[config.mk]
export PLATFORM = sky130hd
export DESIGN_NAME = alu_cmd_parser
export DESIGN_NICKNAME = d
export VERILOG_FILES = /design/src/rtl/alu_cmd_parser.sv
export SDC_FILE = /design/constraint.sdc
export NUM_CORES = 1
export LEC_CHECK = 0
export ABC_AREA = 1
export CAP_MARGIN = 20
export CORE_MARGIN = 2
export CORE_UTILIZATION = 57
export DETAILED_ROUTE_END_ITERATION = 10
export PLACE_DENSITY = 0.77
export SYNTH_ARGS = -nofsm -noshare
export SYNTH_HDL_FRONTEND = slang
export SYNTH_SLANG_ARGS = --single-unit
[constraint.sdc]
create_clock -name clk -period 3.2 [get_ports clk]
set_input_delay 0.48 -clock clk [delete_from_list [all_inputs] [get_ports clk]]
set_output_delay 0.48 -clock clk [all_outputs]
set_load 0.02 [all_outputs]
[src/rtl/alu_cmd_parser.sv]
// alu_cmd_parser: byte-stream command parser sitting between a UART receiver
// and transmitter. Packets are {opcode, reserved, LEN[7:0], LEN[15:8],
// payload}; ECHO returns the payload, ADD (and optionally MUL) folds the
// payload into a 32-bit little-endian accumulator and returns it LSB first.
// Optional feature macro: ALU_CMD_MUL_EN enables opcode 0xB4 (MUL); when it is
// undefined no multiplier is built and 0xB4 is handled as an unknown opcode.
module alu_cmd_parser #(
  parameter int OPERAND_BYTES = 4
) (
  input  logic       clk,
  input  logic       rst,
  input  logic [7:0] data_i,
  input  logic       valid_i,
  output logic       ready_o,
  output logic [7:0] data_o,
  output logic       valid_o,
  input  logic       ready_i
);

  localparam int ACC_W = 8 * OPERAND_BYTES;
  localparam int IDX_W = (OPERAND_BYTES > 1) ? $clog2(OPERAND_BYTES) : 1;
  localparam logic [IDX_W-1:0] IDX_MAX = IDX_W'(OPERAND_BYTES - 1);

  localparam logic [2:0] S_OPCODE  = 3'd0;
  localparam logic [2:0] S_RSVD    = 3'd1;
  localparam logic [2:0] S_LEN_LO  = 3'd2;
  localparam logic [2:0] S_LEN_HI  = 3'd3;
  localparam logic [2:0] S_PAYLOAD = 3'd4;
  localparam logic [2:0] S_RESULT  = 3'd5;

  localparam logic [7:0] OP_ECHO = 8'hEC;
  localparam logic [7:0] OP_ADD  = 8'hA5;
`ifdef ALU_CMD_MUL_EN
  localparam logic [7:0] OP_MUL  = 8'hB4;
`endif

  // Control state
  logic [2:0]       r_state;
  logic             r_live;       // low during reset and the cycle after it
  logic [15:0]      r_cnt;        // payload bytes still to accept
  logic [IDX_W-1:0] r_idx;        // byte lane of the operand being assembled
  logic [IDX_W-1:0] r_res_idx;    // result byte currently presented
  logic             r_valid;
  logic [7:0]       r_data;

  // Datapath state
  logic [7:0]       r_opcode;
  logic [7:0]       r_len_lo;
  logic [ACC_W-1:0] r_operand;
  logic [ACC_W-1:0] r_acc;

  logic             w_in_xfer;
  logic             w_out_xfer;
  logic             w_is_echo;
  logic             w_is_add;
  logic             w_is_mul;
  logic             w_is_arith;
  logic [15:0]      w_len;
  logic             w_len_empty;
  logic             w_last;
  logic [ACC_W-1:0] w_operand;
  logic             w_apply;
  logic [ACC_W-1:0] w_acc_step;
  logic [ACC_W-1:0] w_acc_init;
  logic [ACC_W-1:0] w_acc_next;
  logic [IDX_W-1:0] w_next_res_idx;
  logic [7:0]       w_res_byte;

  assign w_in_xfer   = valid_i && ready_o;
  assign w_out_xfer  = r_valid && ready_i;
  assign w_is_echo   = (r_opcode == OP_ECHO);
  assign w_is_add    = (r_opcode == OP_ADD);
  assign w_is_arith  = w_is_add || w_is_mul;
  assign w_len       = {data_i, r_len_lo};
  assign w_len_empty = (w_len <= 16'd4);
  assign w_last      = (r_cnt == 16'd1);

  // Current byte merged into the partially assembled operand; upper lanes
  // still hold zero, which is the zero-extension of a trailing short operand.
  assign w_operand = r_operand | (ACC_W'(data_i) << {r_idx, 3'b000});
  assign w_apply   = (r_state == S_PAYLOAD) && w_in_xfer && w_is_arith &&
                     ((r_idx == IDX_MAX) || w_last);

`ifdef ALU_CMD_MUL_EN
  assign w_is_mul = (r_opcode == OP_MUL);

  function automatic logic [ACC_W-1:0] apply_op(input logic [ACC_W-1:0] acc,
                                                input logic [ACC_W-1:0] opnd,
                                                input logic             is_mul);
    return is_mul ? (acc * opnd) : (acc + opnd);
  endfunction

  assign w_acc_step = apply_op(r_acc, w_operand, w_is_mul);
`else
  assign w_is_mul = 1'b0;

  function automatic logic [ACC_W-1:0] apply_op(input logic [ACC_W-1:0] acc,
                                                input logic [ACC_W-1:0] opnd);
    return acc + opnd;
  endfunction

  assign w_acc_step = apply_op(r_acc, w_operand);
`endif

  assign w_acc_init     = w_is_mul ? ACC_W'(1) : '0;
  assign w_next_res_idx = r_res_idx + 1'b1;
  assign w_res_byte     = 8'(r_acc >> {w_next_res_idx, 3'b000});

  // Accumulator next value: seeded when the header completes, folded per operand
  always_comb begin
    w_acc_next = r_acc;
    if ((r_state == S_LEN_HI) && w_in_xfer) begin
      w_acc_next = w_acc_init;
    end else if (w_apply) begin
      w_acc_next = w_acc_step;
    end
  end

  // Input handshake: ECHO payload may refill the output register as it drains
  always_comb begin
    ready_o = 1'b0;
    case (r_state)
      S_RESULT:  ready_o = 1'b0;
      S_PAYLOAD: ready_o = w_is_echo ? (!r_valid || ready_i) : !r_valid;
      default:   ready_o = !r_valid;
    endcase
    ready_o = ready_o && r_live;
  end

  assign data_o  = r_data;
  assign valid_o = r_valid;

  // Packet FSM, output register and accumulator
  always_ff @(posedge clk) begin
    if (rst) begin
      r_state   <= S_OPCODE;
      r_live    <= 1'b0;
      r_valid   <= 1'b0;
      r_data    <= 8'h00;
      r_cnt     <= 16'd0;
      r_acc     <= '0;
      r_idx     <= '0;
      r_res_idx <= '0;
    end else begin
      r_live <= 1'b1;
      r_acc  <= w_acc_next;
      if (w_out_xfer) begin
        r_valid <= 1'b0;
      end
      case (r_state)
        S_OPCODE: begin
          if (w_in_xfer) begin
            r_opcode <= data_i;
            r_state  <= S_RSVD;
          end
        end
        S_RSVD: begin
          if (w_in_xfer) begin
            r_state <= S_LEN_LO;
          end
        end
        S_LEN_LO: begin
          if (w_in_xfer) begin
            r_len_lo <= data_i;
            r_state  <= S_LEN_HI;
          end
        end
        S_LEN_HI: begin
          if (w_in_xfer) begin
            r_idx     <= '0;
            r_operand <= '0;
            if (w_len_empty) begin
              r_cnt <= 16'd0;
              if (w_is_arith) begin
                r_state   <= S_RESULT;
                r_data    <= w_acc_next[7:0];
                r_valid   <= 1'b1;
                r_res_idx <= '0;
              end else begin
                r_state <= S_OPCODE;
              end
            end else begin
              r_cnt   <= w_len - 16'd4;
              r_state <= S_PAYLOAD;
            end
          end
        end
        S_PAYLOAD: begin
          if (w_in_xfer) begin
            r_cnt <= r_cnt - 16'd1;
            if (w_is_echo) begin
              r_data  <= data_i;
              r_valid <= 1'b1;
            end
            if (w_apply) begin
              r_idx     <= '0;
              r_operand <= '0;
            end else begin
              r_idx     <= r_idx + 1'b1;
              r_operand <= w_operand;
            end
            if (w_last) begin
              if (w_is_arith) begin
                r_state   <= S_RESULT;
                r_data    <= w_acc_next[7:0];
                r_valid   <= 1'b1;
                r_res_idx <= '0;
              end else begin
                r_state <= S_OPCODE;
              end
            end
          end
        end
        S_RESULT: begin
          if (w_out_xfer) begin
            if (r_res_idx == IDX_MAX) begin
              r_valid <= 1'b0;
              r_state <= S_OPCODE;
            end else begin
              r_res_idx <= w_next_res_idx;
              r_data    <= w_res_byte;
              r_valid   <= 1'b1;
            end
          end
        end
        default: r_state <= S_OPCODE;
      endcase
    end
  end

endmodule

==> results of run 1 <==
-- synthesized netlist by cell type, types with 3 or more instances --
| library cell | count |
|---|---|
| sky130_fd_sc_hd__a21boi_0 | 3 |
| sky130_fd_sc_hd__dfxtp_1 | 65 |
| sky130_fd_sc_hd__nand2_2 | 5 |
| sky130_fd_sc_hd__clkbuf_1 | 20 |
| sky130_fd_sc_hd__nor2_1 | 116 |
| sky130_fd_sc_hd__inv_2 | 7 |
| sky130_fd_sc_hd__nand3_1 | 96 |
| sky130_fd_sc_hd__o211ai_2 | 3 |
| sky130_fd_sc_hd__edfxtp_1 | 48 |
| sky130_fd_sc_hd__a221oi_1 | 3 |
| sky130_fd_sc_hd__xor2_1 | 18 |
| sky130_fd_sc_hd__nand3b_1 | 4 |
| sky130_fd_sc_hd__xnor2_1 | 9 |
| sky130_fd_sc_hd__nor2_2 | 3 |
| sky130_fd_sc_hd__o211ai_1 | 5 |
| sky130_fd_sc_hd__inv_1 | 181 |
| sky130_fd_sc_hd__nand2_1 | 220 |
| sky130_fd_sc_hd__nand4_1 | 16 |
| sky130_fd_sc_hd__a21oi_1 | 130 |
| sky130_fd_sc_hd__o22ai_1 | 10 |
| sky130_fd_sc_hd__o21bai_1 | 9 |
| sky130_fd_sc_hd__buf_2 | 12 |
| sky130_fd_sc_hd__a21o_1 | 6 |
| sky130_fd_sc_hd__ha_1 | 37 |
| sky130_fd_sc_hd__o21ai_0 | 91 |
| sky130_fd_sc_hd__nor4_1 | 3 |
| sky130_fd_sc_hd__nor3_1 | 21 |
| sky130_fd_sc_hd__a211oi_1 | 3 |
| sky130_fd_sc_hd__buf_4 | 4 |
-- per-stage QoR --
step	hold WS (ns)	cell area (um2)	utilization (%)	setup slack, ns	setup TNS, ns
detailed placement	0.441	8730	63.2	-0.0236	-0.0371
floorplan	0.428	8040	-	0.219	0
CTS	0.449	9280	67.1	0.390	0
global route	0.478	9280	67.1	0.114	0
global placement	0.437	8730	63.2	-0.0363	-0.0614
finish	0.451	9280	67.1	0.340	0
-- power by group through the flow --
stage               registers [uW]  clock network, uW  logic, uW
detailed placement            1600                  0        487
floorplan                     1610                  0        302
global route                  1570               1880        553
finish                        1570               1790        498
global placement              1600                  0        480
CTS                           1570               1810        491
-- logic make-up (layout without fill, tap and decap cells) --
| logic type | Yosys count | in the layout | synth area share (%) |
|---|---|---|---|
| AND/OR/NAND/NOR | 495 | 495 | 26.9 |
| AO/OA/AOI/OAI | 274 | 274 | 19.0 |
| buffers and inverters | 227 | 298 | 11.1 |
| flip-flops | 113 | 113 | 34.1 |
| adder cells (fa/ha/maj) | 38 | 38 | 6.01 |
| XOR/XNOR | 27 | 27 | 2.94 |
-- state kept, by name, summed over array words and instances (netlist names) --
register / flops
r_res_idx: 2
r_live: 1
r_state: 3
r_operand: 32
data_o: 8
r_opcode: 8
r_cnt: 16
r_idx: 2
r_acc: 32
r_len_lo: 8
valid_o: 1
-- layout make-up --
| class | count | area [um2] |
|---|---|---|
| multi-input cells | 834 | 4420 |
| flip-flops and latches | 113 | 2740 |
| well taps | 180 | 225 |
| clock buffers | 24 | 462 |
| clock inverters | 8 | 88.8 |
| inverters | 190 | 713 |
| fillers | 1262 | 4540 |
| repair buffers | 76 | 636 |
-- per-layer routing --
| layer | part of all wire (%) | track usage, % | vias up |
|---|---|---|---|
| li1 | - | - | 4027 |
| met1 | 44 | 45.2 | 3764 |
| met2 | 45 | 52.9 | 342 |
| met3 | 8.2 | 6.13 | 57 |
| met4 | 3.4 | 11.6 | 0 |
| met5 | 0 | 0 | - |
-- worst reg2reg max path: stages, from the launching register on --
cell and delay [ns]:
sky130_fd_sc_hd__dfxtp_1 0.33, sky130_fd_sc_hd__clkinv_1 0.31, sky130_fd_sc_hd__buf_4 0.30, sky130_fd_sc_hd__nand3_1 0.10
sky130_fd_sc_hd__nand2_1 0.09, sky130_fd_sc_hd__ha_1 0.39, sky130_fd_sc_hd__nand2_1 0.12, sky130_fd_sc_hd__nor2_1 0.17
sky130_fd_sc_hd__inv_1 0.05, sky130_fd_sc_hd__nor2_1 0.19, sky130_fd_sc_hd__nand3_1 0.16, sky130_fd_sc_hd__nand3_1 0.15
sky130_fd_sc_hd__nand2_1 0.08, sky130_fd_sc_hd__a21oi_1 0.12, sky130_fd_sc_hd__nand3b_1 0.11, sky130_fd_sc_hd__nand2_1 0.05
sky130_fd_sc_hd__inv_1 0.04
-- cell usage in the layout (no fill, tap or decap), types with 6 or more instances in the layout --
cell                              count
sky130_fd_sc_hd__inv_1              181
sky130_fd_sc_hd__o22ai_1             10
sky130_fd_sc_hd__a21oi_1            130
sky130_fd_sc_hd__nor2_1             115
sky130_fd_sc_hd__xor2_1              18
sky130_fd_sc_hd__nand3_1             96
sky130_fd_sc_hd__buf_4               54
sky130_fd_sc_hd__o21ai_0             91
sky130_fd_sc_hd__nor3_1              21
sky130_fd_sc_hd__o21bai_1             9
sky130_fd_sc_hd__xnor2_1              9
sky130_fd_sc_hd__clkbuf_16           17
sky130_fd_sc_hd__inv_2                7
sky130_fd_sc_hd__a21o_1               6
sky130_fd_sc_hd__dfxtp_1             65
sky130_fd_sc_hd__nand2_1            220
sky130_fd_sc_hd__nand4_1             16
sky130_fd_sc_hd__clkdlybuf4s50_1     21
sky130_fd_sc_hd__edfxtp_1            48
sky130_fd_sc_hd__ha_1                37
sky130_fd_sc_hd__clkbuf_1             6
-- worst min-delay path by stage --
stage / from / to / slack (ns)
after CTS: r_res_idx[1] / r_res_idx[1] / 0.45
after global routing: r_res_idx[1] / r_res_idx[1] / 0.48
after floorplan: r_res_idx[1] / r_res_idx[1] / 0.43
final: r_res_idx[1] / r_res_idx[1] / 0.45
after detailed placement: r_res_idx[1] / r_res_idx[1] / 0.44
after global placement: r_res_idx[1] / r_res_idx[1] / 0.44
==> summary.md, run 1 <==
The run finished with clean final reports. The tools report the buffer cell driving the clock tree root as sky130_fd_sc_hd__clkbuf_16. After clock tree synthesis, the clock-pin slew on the worst setup and hold paths is 0.05 ns.

In the routed layout, each cell is associated on average with a via count of 5.75. The number of nets still failing antenna checks after routing is 0, and the power per cell area is 416 nW/um2. Dividing the detail-routed wire length by the instance count gives 16.8 um. Clock tree synthesis found a total of 113 sinks. In the routed design, unresolved DRC markers number 0. The synthesized design spends more area on one cell type than any other, namely sky130_fd_sc_hd__edfxtp_1. The logs give 0 for the number of hold buffers added after CTS and 12.9% for the fraction of power consumed by combinational cells. The H-tree was split into 4 levels. Based on the critical path, the design can be clocked at up to 350 MHz. The worst setup path is captured at a flop. The standard-cell row count was 43; the total net switching power was 991 uW. The layout overhead on the synthesized area is 15.5%, and the routed wire length is 24000 um. The kind of path behind the tightest hold check was flop to flop.

The number of nets produced by synthesis came out at 1224. The die is 123 um tall. The gate count of the mapped netlist is 1174. The start of the worst register-to-register path was r_idx[0]. Of all flip-flops after synthesis, the portion carrying an async set or reset was 0%.

During I/O placement, the number of pins put on the boundary was 22. The finished layout holds 1425 standard cells, fillers aside. The die footprint was 15100 um2; the number of register bits inferred by synthesis was 113. Setup repair after global routing left no endpoint under its margin.

Port buffering added 21 buffers. For the via total after detailed routing, the log shows 8190. The worst register-to-register path has a depth of 16. The critical path starts at data_i[4].

Across every metal layer, demand over resource in global routing totals 33.2%. Cells with a size suffix above 1 make up 8.92% of the layout. The buffer and inverter count on the worst path was 4. The top cell type by area accounts for 17.9% of the synthesized area. Most common flop cell mapped by yosys: sky130_fd_sc_hd__dfxtp_1. For the worst setup path, the data required time is 3.56 ns. The first global-routing pass estimated 38100 um of wire. The slack of the worst reg-to-reg path came out at 0.39 ns. For the pin with the worst max-slew slack, the measured transition is 0.527 ns. Once the floorplan was initialized, standard cells occupied 58.1% of the core.

TritonCTS built the clock tree. The maximum fanout along the worst path is 4. At the end of routability-driven placement, the weighted congestion stood at 0.985. The tools report the number of warning messages in the yosys log as 0.

Across the run, the number of max-cap violations was 0. The most critical setup path has its endpoint at r_acc[19]. TritonCTS created 17 clock buffers. Sequential share of power: 40.6%.

Per report_power, the clock group accounts for 46.5% of the total. The final hold violation count came out at 0. The tools report the number of buffers between clock root and the deepest sink as 2. Summed over all layers, the global routing overflow is 0. The final clock period utilization by the worst path is 89.4%, and the shortest period the worst path allows is 2.86 ns. Across the VDD grid, the largest voltage drop is 0.364 mV. In this run the mean area of a mapped cell was 6.85 um2. The delay contributed by the slowest stage of the critical path works out to 0.64 ns.

The logs give 7484 for the number of global-route vias before repair and 2870 uW for the internal portion of total power. The signal on the critical path passes through clkdlybuf4s50_1 -> buf_4 -> nand3_1 -> nand2_1 -> ha_1 -> inv_1 -> o21bai_1 -> nand3_1 -> nand2_1 -> a21oi_1 -> nand2_1 -> nand2_1 -> nand2_1 -> xor2_1 -> nand2_1 -> nand2_1 -> nand2_1 -> inv_1. The number of pins exceeding their max-slew limit in the final report was 0; the hold-critical path depth was 2. The floorplan die width is 123 um. At the end of the flow, the number of nets in the layout was 1282. At the later pin of the worst-skew pair, clock insertion delay measures 0.42 ns. The length of the first detailed-routing pass in iterations came out at 7. The slowest stage of the critical path is the sky130_fd_sc_hd__clkdlybuf4s50_1 cell. Summing every instance area after synthesis gives 8040 um2.

STA puts the critical path data arrival time at 3.22 ns. For the initial antenna violation count, the log shows 0. The start-to-end type of the worst setup path is input port to flop. Setup violations remaining at the end of the flow were counted as 0. For the antenna diode count, the log shows 0. The core box area is 13800 um2, and the number of instances in the placed design is 1393. Capture instance of the worst register-to-register path: r_acc[26].

Counting stages on the worst path, the most repeated cell is sky130_fd_sc_hd__nand2_1. The switching share of power is 25.7%, and the estimated wirelength of the detail-placed design is 18000 um. In this run the number of cells on the critical path is 18.

The design draws 3860 uW. The largest net degree at the start of global routing is 35. The number of synthesized flops with an enable pin was 48. For the number of DRC violations after detailed-routing iteration 0, the log shows 804. On the final layout, the worst clock skew is 0.00904 ns. The cell family contributing the most delay on the critical path is buffers and inverters. By area the synthesized netlist is led by sky130_fd_sc_hd__edfxtp_1, sky130_fd_sc_hd__dfxtp_1, sky130_fd_sc_hd__nand2_1, sky130_fd_sc_hd__inv_1, sky130_fd_sc_hd__a21oi_1. Post-CTS setup repair buffer count: 0. The logs give 34.1% for the sequential element share of the synthesized area and 64.9% for the relative slew slack.

The kind of start point of the critical path was an input port. The static power due to leakage is 0.00428 uW, and the number of gates given a new drive strength after cts is 0. The netlist uses 47 different library cells.
Note: power is estimated with default switching activity, not from simulation.
==> run 2: changes to the inputs <==
CTS_CLUSTER_SIZE = 24   (was unset)
==> results of run 2 <==
No change in the layout: final DEF, timing and power equal those of run 1.
